===== src/rtl/fc_ctrl_pkg.sv =====
// Shared types and sizes for the fc layer ping-pong controller.
package fc_ctrl_pkg;

  localparam int unsigned M         = 6;
  localparam int unsigned N         = 8;
  localparam int unsigned LOGSIZE_M = $clog2(M * N);
  localparam int unsigned LOGSIZE_N = $clog2(N);
  localparam int unsigned ROW_W     = $clog2(M);

  typedef enum logic [1:0] {
    C_IDLE,
    C_ISSUE,
    C_DRAIN,
    C_OUT
  } comp_state_t;

  // Row-major W-ROM address for (row, col).
  function automatic logic [LOGSIZE_M-1:0] w_addr(input logic [ROW_W-1:0]     row,
                                                   input logic [LOGSIZE_N-1:0] col);
    return LOGSIZE_M'(row) * LOGSIZE_M'(N) + LOGSIZE_M'(col);
  endfunction

endpackage


===== src/rtl/fc_vec_loader.sv =====
// Load side of the 2-bank x-memory: element counter, write bank select and per-bank full flags.
module fc_vec_loader
  import fc_ctrl_pkg::*;
(
  input  logic                 clk,
  input  logic                 reset,
  input  logic                 input_valid,
  output logic                 input_ready,
  output logic                 wr_en_x,
  output logic                 wr_bank,
  output logic [LOGSIZE_N-1:0] wr_addr_x,
  input  logic                 release_i,
  input  logic                 release_bank,
  output logic [1:0]           full
);

  logic [1:0]           full_q,    full_d;
  logic                 wr_bank_q, wr_bank_d;
  logic [LOGSIZE_N-1:0] wr_addr_q, wr_addr_d;

  // Ready is held low while reset is asserted so no element is accepted.
  always_comb begin
    input_ready = reset & ~full_q[wr_bank_q];
    wr_en_x     = input_valid & input_ready;
    full_d      = full_q;
    wr_bank_d   = wr_bank_q;
    wr_addr_d   = wr_addr_q;
    if (release_i) begin
      full_d[release_bank] = 1'b0;
    end
    if (wr_en_x) begin
      if (wr_addr_q == LOGSIZE_N'(N - 1)) begin
        full_d[wr_bank_q] = 1'b1;
        wr_bank_d         = ~wr_bank_q;
        wr_addr_d         = '0;
      end else begin
        wr_addr_d = wr_addr_q + LOGSIZE_N'(1);
      end
    end
  end

  always_ff @(posedge clk or negedge reset) begin
    if (!reset) begin
      full_q    <= '0;
      wr_bank_q <= 1'b0;
      wr_addr_q <= '0;
    end else begin
      full_q    <= full_d;
      wr_bank_q <= wr_bank_d;
      wr_addr_q <= wr_addr_d;
    end
  end

  assign wr_bank   = wr_bank_q;
  assign wr_addr_x = wr_addr_q;
  assign full      = full_q;

endmodule


===== src/rtl/fc_pingpong_ctrl.sv =====
// Sequencer for a double-buffered fc layer: loads vector k+1 into one bank while the
// compute FSM walks all M rows of W against vector k in the other bank.
module fc_pingpong_ctrl
  import fc_ctrl_pkg::*;
(
  input  logic                 clk,
  input  logic                 reset,
  input  logic                 input_valid,
  output logic                 input_ready,
  output logic                 wr_en_x,
  output logic                 wr_bank,
  output logic [LOGSIZE_N-1:0] wr_addr_x,
  output logic                 rd_bank,
  output logic [LOGSIZE_N-1:0] rd_addr_x,
  output logic [LOGSIZE_M-1:0] addr_w,
  output logic                 clear_acc,
  output logic                 en_acc,
  output logic                 output_valid,
  input  logic                 output_ready
);

  comp_state_t          state_q,   state_d;
  logic [ROW_W-1:0]     row_q,     row_d;
  logic [LOGSIZE_N-1:0] col_q,     col_d;
  logic                 rd_bank_q, rd_bank_d;
  logic                 en_acc_q,  en_acc_d;
  logic                 release_c;
  logic                 issue_c;
  logic [1:0]           full_c;

  fc_vec_loader u_loader (
    .clk          (clk),
    .reset        (reset),
    .input_valid  (input_valid),
    .input_ready  (input_ready),
    .wr_en_x      (wr_en_x),
    .wr_bank      (wr_bank),
    .wr_addr_x    (wr_addr_x),
    .release_i    (release_c),
    .release_bank (rd_bank_q),
    .full         (full_c)
  );

  // Compute FSM: N issue cycles, one drain cycle for the last product, then hold the row.
  always_comb begin
    state_d   = state_q;
    row_d     = row_q;
    col_d     = col_q;
    rd_bank_d = rd_bank_q;
    release_c = 1'b0;
    issue_c   = 1'b0;
    case (state_q)
      C_IDLE: begin
        if (full_c[rd_bank_q]) begin
          state_d = C_ISSUE;
          row_d   = '0;
          col_d   = '0;
        end
      end
      C_ISSUE: begin
        issue_c = 1'b1;
        if (col_q == LOGSIZE_N'(N - 1)) begin
          col_d   = '0;
          state_d = C_DRAIN;
        end else begin
          col_d = col_q + LOGSIZE_N'(1);
        end
      end
      C_DRAIN: begin
        state_d = C_OUT;
      end
      C_OUT: begin
        if (output_ready) begin
          if (row_q == ROW_W'(M - 1)) begin
            release_c = 1'b1;
            rd_bank_d = ~rd_bank_q;
            state_d   = C_IDLE;
          end else begin
            row_d   = row_q + ROW_W'(1);
            state_d = C_ISSUE;
          end
        end
      end
      default: begin
        state_d = C_IDLE;
      end
    endcase
    // Memory and ROM data arrive one cycle after the address.
    en_acc_d = issue_c;
  end

  always_ff @(posedge clk or negedge reset) begin
    if (!reset) begin
      state_q   <= C_IDLE;
      row_q     <= '0;
      col_q     <= '0;
      rd_bank_q <= 1'b0;
      en_acc_q  <= 1'b0;
    end else begin
      state_q   <= state_d;
      row_q     <= row_d;
      col_q     <= col_d;
      rd_bank_q <= rd_bank_d;
      en_acc_q  <= en_acc_d;
    end
  end

  assign rd_bank      = rd_bank_q;
  assign rd_addr_x    = col_q;
  assign addr_w       = w_addr(row_q, col_q);
  assign clear_acc    = (state_q == C_ISSUE) && (col_q == '0);
  assign en_acc       = en_acc_q;
  assign output_valid = (state_q == C_OUT);

endmodule

===== config.mk =====
export PLATFORM = sky130hd
export DESIGN_NAME = fc_pingpong_ctrl
export DESIGN_NICKNAME = d
export VERILOG_FILES = /design/src/rtl/fc_ctrl_pkg.sv /design/src/rtl/fc_vec_loader.sv /design/src/rtl/fc_pingpong_ctrl.sv
export SDC_FILE = /design/constraint.sdc
export NUM_CORES = 1
export LEC_CHECK = 0
export CORE_UTILIZATION = 43
export CTS_CLUSTER_DIAMETER = 60
export DETAILED_ROUTE_END_ITERATION = 12
export PLACE_DENSITY = 0.8
export SLEW_MARGIN = 10
export SYNTH_ARGS = -nofsm -noshare
export SYNTH_HDL_FRONTEND = slang
export SYNTH_HIERARCHICAL = 1
export SYNTH_SLANG_ARGS = --single-unit

===== constraint.sdc =====
create_clock -name clk -period 1.4 [get_ports clk]
set_input_delay 0.42 -clock clk [delete_from_list [all_inputs] [get_ports clk]]
set_output_delay 0.42 -clock clk [all_outputs]
set_load 0.02 [all_outputs]

==> results_dict.tcl, run 1 <==
set metrics [dict create \
    status "complete, but fails checks" \
    violations "negative setup slack" \
    fp-row-count 16 \
    arrival_ns 1.24 \
    rrSetupSlack_ns -0.25 \
    io_pins 23 \
    crit_chain "mux2i_2 -> and3_4 -> buf_6" \
    final_cell_mix "23 x buf_4, 22 x buf_6, 9 x dfrtp_2" \
    tightestPinTransition_ns 0.274 \
    worstPathMaxFanout 2 \
    fillers 94 \
    clock_power_share_pct 7.6 \
    post-route-drc-count 0 \
    comb_power_share_pct 71.9 \
    placed_area_um2 1440 \
    synth.avg_cell_area_um2 11.3 \
    io_buffers 22 \
    clock_path_buffers 2 \
    core_um2 2020 \
    synth_warnings 6 \
    finalClockSkew_ns 0.00256 \
    drtPass1Iterations 4 \
    syn2layout_area_growth_pct 75.7 \
    fmax_ghz 0.603 \
    p_per_area_nw_per_um2 2410 \
    async_flop_share_pct 100 \
    whs_ns 0.181 \
    synth_top_family_by_area "simple AND/OR/NAND/NOR gates" \
    synth_cell_types 30 \
    gr-total-overflow 0 \
    seqCellArea_um2 412 \
    drt_iter0_drc 10 \
    cts_tree "built" \
    initial_utilization_pct 47.5 \
    r2r-end "row_q[0]" \
    relSlewSlack_pct 81.6 \
    synthMuxAreaShare_pct 13.3 \
    setup_viol 21 \
    cp.required_ns 0.98 \
    antenna_found_initial 0 \
    cts_made_buffers 3 \
    gp_congestion 0.830 \
    yosysSeqAreaShare_pct 41.7 \
    pwr-share-seq_pct 20.5 \
    critPathKind "register to output pin" \
    hold_class "input pin to async pin" \
    peakVddDrop_v 0.00179 \
    track_usage_pct 23.4 \
    antenna_cells 0 \
    ant_nets 0 \
    p_int_uw 2470 \
    cts_hold_buf 0 \
    dieArea_um2 2430 \
    maxSlewViolCount 0 \
    r2r_start "state_q[0]" \
    cp_slowest_cell "dfrtp_2" \
    swShare_pct 39.4 \
    fin_crit_sh_pct 118 \
    p_leak_uw 0.000805 \
    synth-adder-area-share_pct 14.3 \
    vias 867 \
    crit_path_start_kind "register" \
    clock_latency_ns 0.29 \
    netlist_instances 85 \
    dp_hpwl_mm 1.60 \
    final_common_cell "buf_4" \
    multiInputGateArea_um2 681 \
    syn_area_um2 961 \
    grt_max_degree 17 \
    final_cell_area_um2 1690 \
    synth-simple-area-share_pct 16.7 \
    maxCapViolCount 0 \
    synthXorXnorAreaFrac_pct 0.911 \
    drt-wirelength-per-cell_um 15.7 \
    nets 158 \
    die_w_um 49.3 \
    synth_compound_area_share_pct 7.29 \
    ys_ff_latch 16 \
    grt_setup_unrepaired "true" \
    p_switching_uw 1600 \
    setup_slack_ns -0.257 \
    synthesis.nets 100 \
    root_buffer "clkbuf_4" \
    path_clk_slew_ns 0.09 \
    critPathMaxStageDelay_ns 0.43 \
    synth_edf_count 0 \
    end_kind "output pin" \
    via_per_inst 5.13 \
    htreeDepth 1 \
    wirelength_mm 2.65 \
    critPathTopFamily "flip-flops" \
    grt_pass1_wl_mm 4.23 \
    dieHeight_um 49.3 \
    grt_pass1_vias 917 \
    critPathBufInv 1 \
    synth-main-ff-cell "dfrtp_1" \
    worst_r2r_path_depth 7 \
    drive_above_1_share_pct 73.2 \
    clock_sinks 16 \
    hold_viol 0 \
    timing.final.crit_period_ns 1.66 \
]
==> power groups by stage <==
stage | combinational [µW] | clock, µW | sequential [µW]
after floorplan | 1060 | 0 | 1040
after global placement | 2210 | 0 | 790
after detailed placement | 2280 | 0 | 803
after CTS | 2650 | 315 | 806
after global routing | 3110 | 338 | 860
final | 2920 | 308 | 835
==> timing repair <==
action                                  CTS  global route
buffers inserted                          5             5
cloned                                    0             0
gates resized for setup                 116            23
pin swaps                                 9            10
endpoints found under the setup margin   33            27
==> worst max path at each step <==
stage               endpoint  cells past startpoint  slack, ns              from
floorplan           row_q[0]                      5      -0.09        state_q[0]
detailed placement   wr_en_x                      3      -0.75             reset
finish               wr_en_x                      3      -0.26  u_loader/wr_bank
global route         wr_en_x                      3      -0.32  u_loader/wr_bank
CTS                  wr_en_x                      3      -0.26  u_loader/wr_bank
global placement     wr_en_x                      3      -0.72             reset
==> per-layer routing <==
layer	wire length (µm)	vias up	part of all wire [%]	global-route usage, %
li1	-	405	-	-
met1	1100	433	42	26.6
met2	1400	23	53	42.5
met3	99	6	3.7	5.61
met4	44	0	1.7	7.35
met5	0	-	0	0
==> logic make-up after synthesis <==
logic type,Yosys count
buf+inv,10
fa+ha+maj,11
simple gates,27
mux,10
xor+xnor,1
compound gates,10
flops,16
==> registers in the layout, indices dropped and copies added (netlist names) <==
signal	flops
state_q	2
row_q	3
u_loader/wr_addr_x	3
rd_addr_x	3
u_loader/wr_bank	1
rd_bank	1
u_loader/full	2
en_acc	1
==> cells in the mapped netlist (2+ instances only) <==
cell type  instances  share of area, %
nand2_1            7               2.7
mux2_4             5               7.8
ha_1              11                14
nand3_1            3               1.6
o21ai_0            4               2.1
nor2_1             3               1.2
inv_1              6               2.3
buf_4              3               2.3
mux2i_1            3               3.1
nand2b_1           3               2.0
a32o_1             2               2.1
and3_1             2               1.3
dfrtp_1           16                42
==> final cells by class <==
cell class	instances	share of cell area (%)
Clock buffer	4	2.15
Sequential cell	16	24.4
Tap cell	27	2.00
Multi-Input combinational cell	59	40.3
Timing Repair Buffer	57	29.7
Inverter	6	1.48
==> worst register-to-register path, delay by kind of cell, from the launching register on <==
kind	cells	cell delay, ns
buf+inv	2	0.26
simple gates	2	0.24
flops	1	0.44
fa+ha+maj	1	0.17
compound gates	1	0.12
mux	1	0.30
==> per-stage QoR <==
step	setup slack, ns	total power, µW	utilization (%)	cells	TNS, ns
after floorplan	-0.0948	2110	-	85	-0.282
after global placement	-0.723	3000	71.3	156	-6.18
after detailed placement	-0.750	3080	71.3	156	-6.86
after CTS	-0.257	3770	79.4	165	-2.04
after global routing	-0.322	4310	83.5	169	-3.80
final	-0.257	4070	83.5	169	-2.68
Note: power is estimated with default switching activity, not from simulation.
==> run 2, diff against run 1 <==
--- a/config.mk
+++ b/config.mk
@@ -5,10 +5,11 @@
 export SDC_FILE = /design/constraint.sdc
 export NUM_CORES = 1
 export LEC_CHECK = 0
-export CORE_UTILIZATION = 43
+export CORE_UTILIZATION = 30
 export CTS_CLUSTER_DIAMETER = 60
 export DETAILED_ROUTE_END_ITERATION = 12
-export PLACE_DENSITY = 0.8
+export GPL_ROUTABILITY_DRIVEN = 0
+export PLACE_DENSITY = 0.62
 export SLEW_MARGIN = 10
 export SYNTH_ARGS = -nofsm -noshare
 export SYNTH_HDL_FRONTEND = slang
==> run 2 against run 1 <==
Effect of this change:
- the run still ends with negative setup slack left
- wire length shrank 12%
- count of clock-buffer cells in the layout is the same
- sequential share of layout area grew 0.054 points
- final area shrank 0.22%
- via count shrank 3.7%
- total power shrank 2.3%
- sequential power shrank 1%
- critical path depth grew 2
- maximum frequency grew 0.92%
- largest power group unchanged
==> results_dict.tcl, run 2 (synthesis results as in run 1) <==
set metrics [dict create \
    maxCapViolCount 0 \
    setup_viol 15 \
    cp.required_ns 1.59 \
    fp-row-count 20 \
    peakVddDrop_v 0.00120 \
    cts_made_buffers 3 \
    final_cell_mix "24 x buf_4, 20 x buf_6, 9 x buf_2, 9 x dfrtp_2, 8 x ha_4" \
    initial_utilization_pct 31.5 \
    hold_class "input pin to async pin" \
    drive_above_1_share_pct 71.1 \
    vias 835 \
    grt_pass1_wl_mm 3.91 \
    gr-total-overflow 0 \
    relSlewSlack_pct 81.7 \
    nets 158 \
    fin_setup_tns_ns -2.19 \
    via_per_inst 4.49 \
    ant_nets 0 \
    tightestPinTransition_ns 0.273 \
    postLayoutCoreUtil_pct 55.2 \
    timing.final.crit_period_ns 1.64 \
    htreeDepth 1 \
    worstPathMaxFanout 4 \
    io_buffers 22 \
    end_kind "register" \
    setup_slack_ns -0.242 \
    die_w_um 58.6 \
    cts_hold_buf 0 \
    cts_tree "built" \
    crit_path_start_kind "register" \
    grt_setup_unrepaired "true" \
    critPathKind "register to register" \
    drt_iter0_drc 13 \
    r2r_start "state_q[0]" \
    violations "negative setup slack" \
    whs_ns 0.205 \
    maxSlewViolCount 0 \
    worstSetupEndpoint "row_q[0]" \
    io_pins 23 \
    critPathBufInv 1 \
    fmax_ghz 0.609 \
    track_usage_pct 15.4 \
    fin_crit_sh_pct 117 \
    r2r-end "row_q[0]" \
    cp_slowest_cell "dfrtp_2" \
    drtPass1Iterations 4 \
    crit_chain "buf_6 -> ha_4 -> o211ai_1 -> nand2b_4 -> mux2_4" \
    finalClockSkew_ns 0.00363 \
    wirelength_mm 2.33 \
    clock_latency_ns 0.29 \
    post-route-drc-count 0 \
    critPathTopFamily "flip-flops" \
    grt_pass1_vias 879 \
    antenna_cells 0 \
    clock_sinks 16 \
    p_per_area_nw_per_um2 2360 \
    p_leak_uw 0.000803 \
    path_clk_slew_ns 0.10 \
    rrSetupSlack_ns -0.24 \
    dieHeight_um 58.6 \
    critPathMaxStageDelay_ns 0.44 \
    syn2layout_area_growth_pct 75.3 \
    critPathLaunch "state_q[0]" \
    hold_viol 0 \
    root_buffer "clkbuf_4" \
    worst_r2r_path_depth 5 \
    drt-wirelength-per-cell_um 12.5 \
    path_depth 5 \
    clock_path_buffers 2 \
    core_um2 3050 \
    status "complete, but fails checks" \
    final_common_cell "buf_4" \
    antenna_found_initial 0 \
    arrival_ns 1.83 \
    dp_hpwl_mm 1.57 \
    dieArea_um2 3430 \
    grt_max_degree 14 \
]
[run 2: final cells by class]
type / instances / area (µm²)
multi-input combinational: 59 / 672
fill: 271 / 1370
timing repair buffer: 57 / 484
sequential: 16 / 412
clock buffer: 4 / 36.3
tap: 44 / 55.1
inverter: 6 / 25.0
[run 2: stage by stage]
stage          power (µW)  area [µm²]  instances  setup slack (ns)
4_1_cts              3820        1630        183            -0.267
6_report             3970        1680        186            -0.242
3_5_place_dp         3050        1460        172            -0.738
3_3_place_gp         2990        1460        172            -0.724
2_1_floorplan        2110        1030         85           -0.0948
5_1_grt              4260        1680        186            -0.317
[run 2: what timing repair did]
action	in CTS	in global routing
buffers inserted	7	4
gates resized for setup	121	13
setup endpoints to repair	30	25
gates cloned	0	0
pin swaps	10	4
[run 2: where the power goes]
part / internal [µW] / switching [µW]
combinational: 1610 / 1220
sequential: 674 / 149
clock: 158 / 162
total: 2440 / 1530
[run 2: worst register-to-register path, stage by stage (launching register included)]
cell and delay (ns):
dfrtp_2 0.44, buf_6 0.14, ha_4 0.17, o211ai_1 0.27, nand2b_4 0.21, mux2_4 0.30
[run 2: how the worst min path moves through the flow]
stage | cells past startpoint | to | from
after global placement | 1 | u_loader/wr_addr_x[1] | u_loader/wr_addr_x[1]
after floorplan | 0 | en_acc | reset
after detailed placement | 1 | u_loader/wr_addr_x[1] | u_loader/wr_addr_x[1]
after global routing | 2 | u_loader/wr_bank | reset
after CTS | 2 | u_loader/wr_bank | reset
final | 2 | u_loader/wr_bank | reset
[run 2: per-layer routing]
layer | track usage [%] | up-vias | wire length (µm)
met1 | 18.4 | 404 | 1040
met3 | 3.96 | 4 | 76
met2 | 26.8 | 18 | 1190
met4 | 5.10 | 0 | 23
li1 | - | 409 | -
met5 | 0 | - | 0
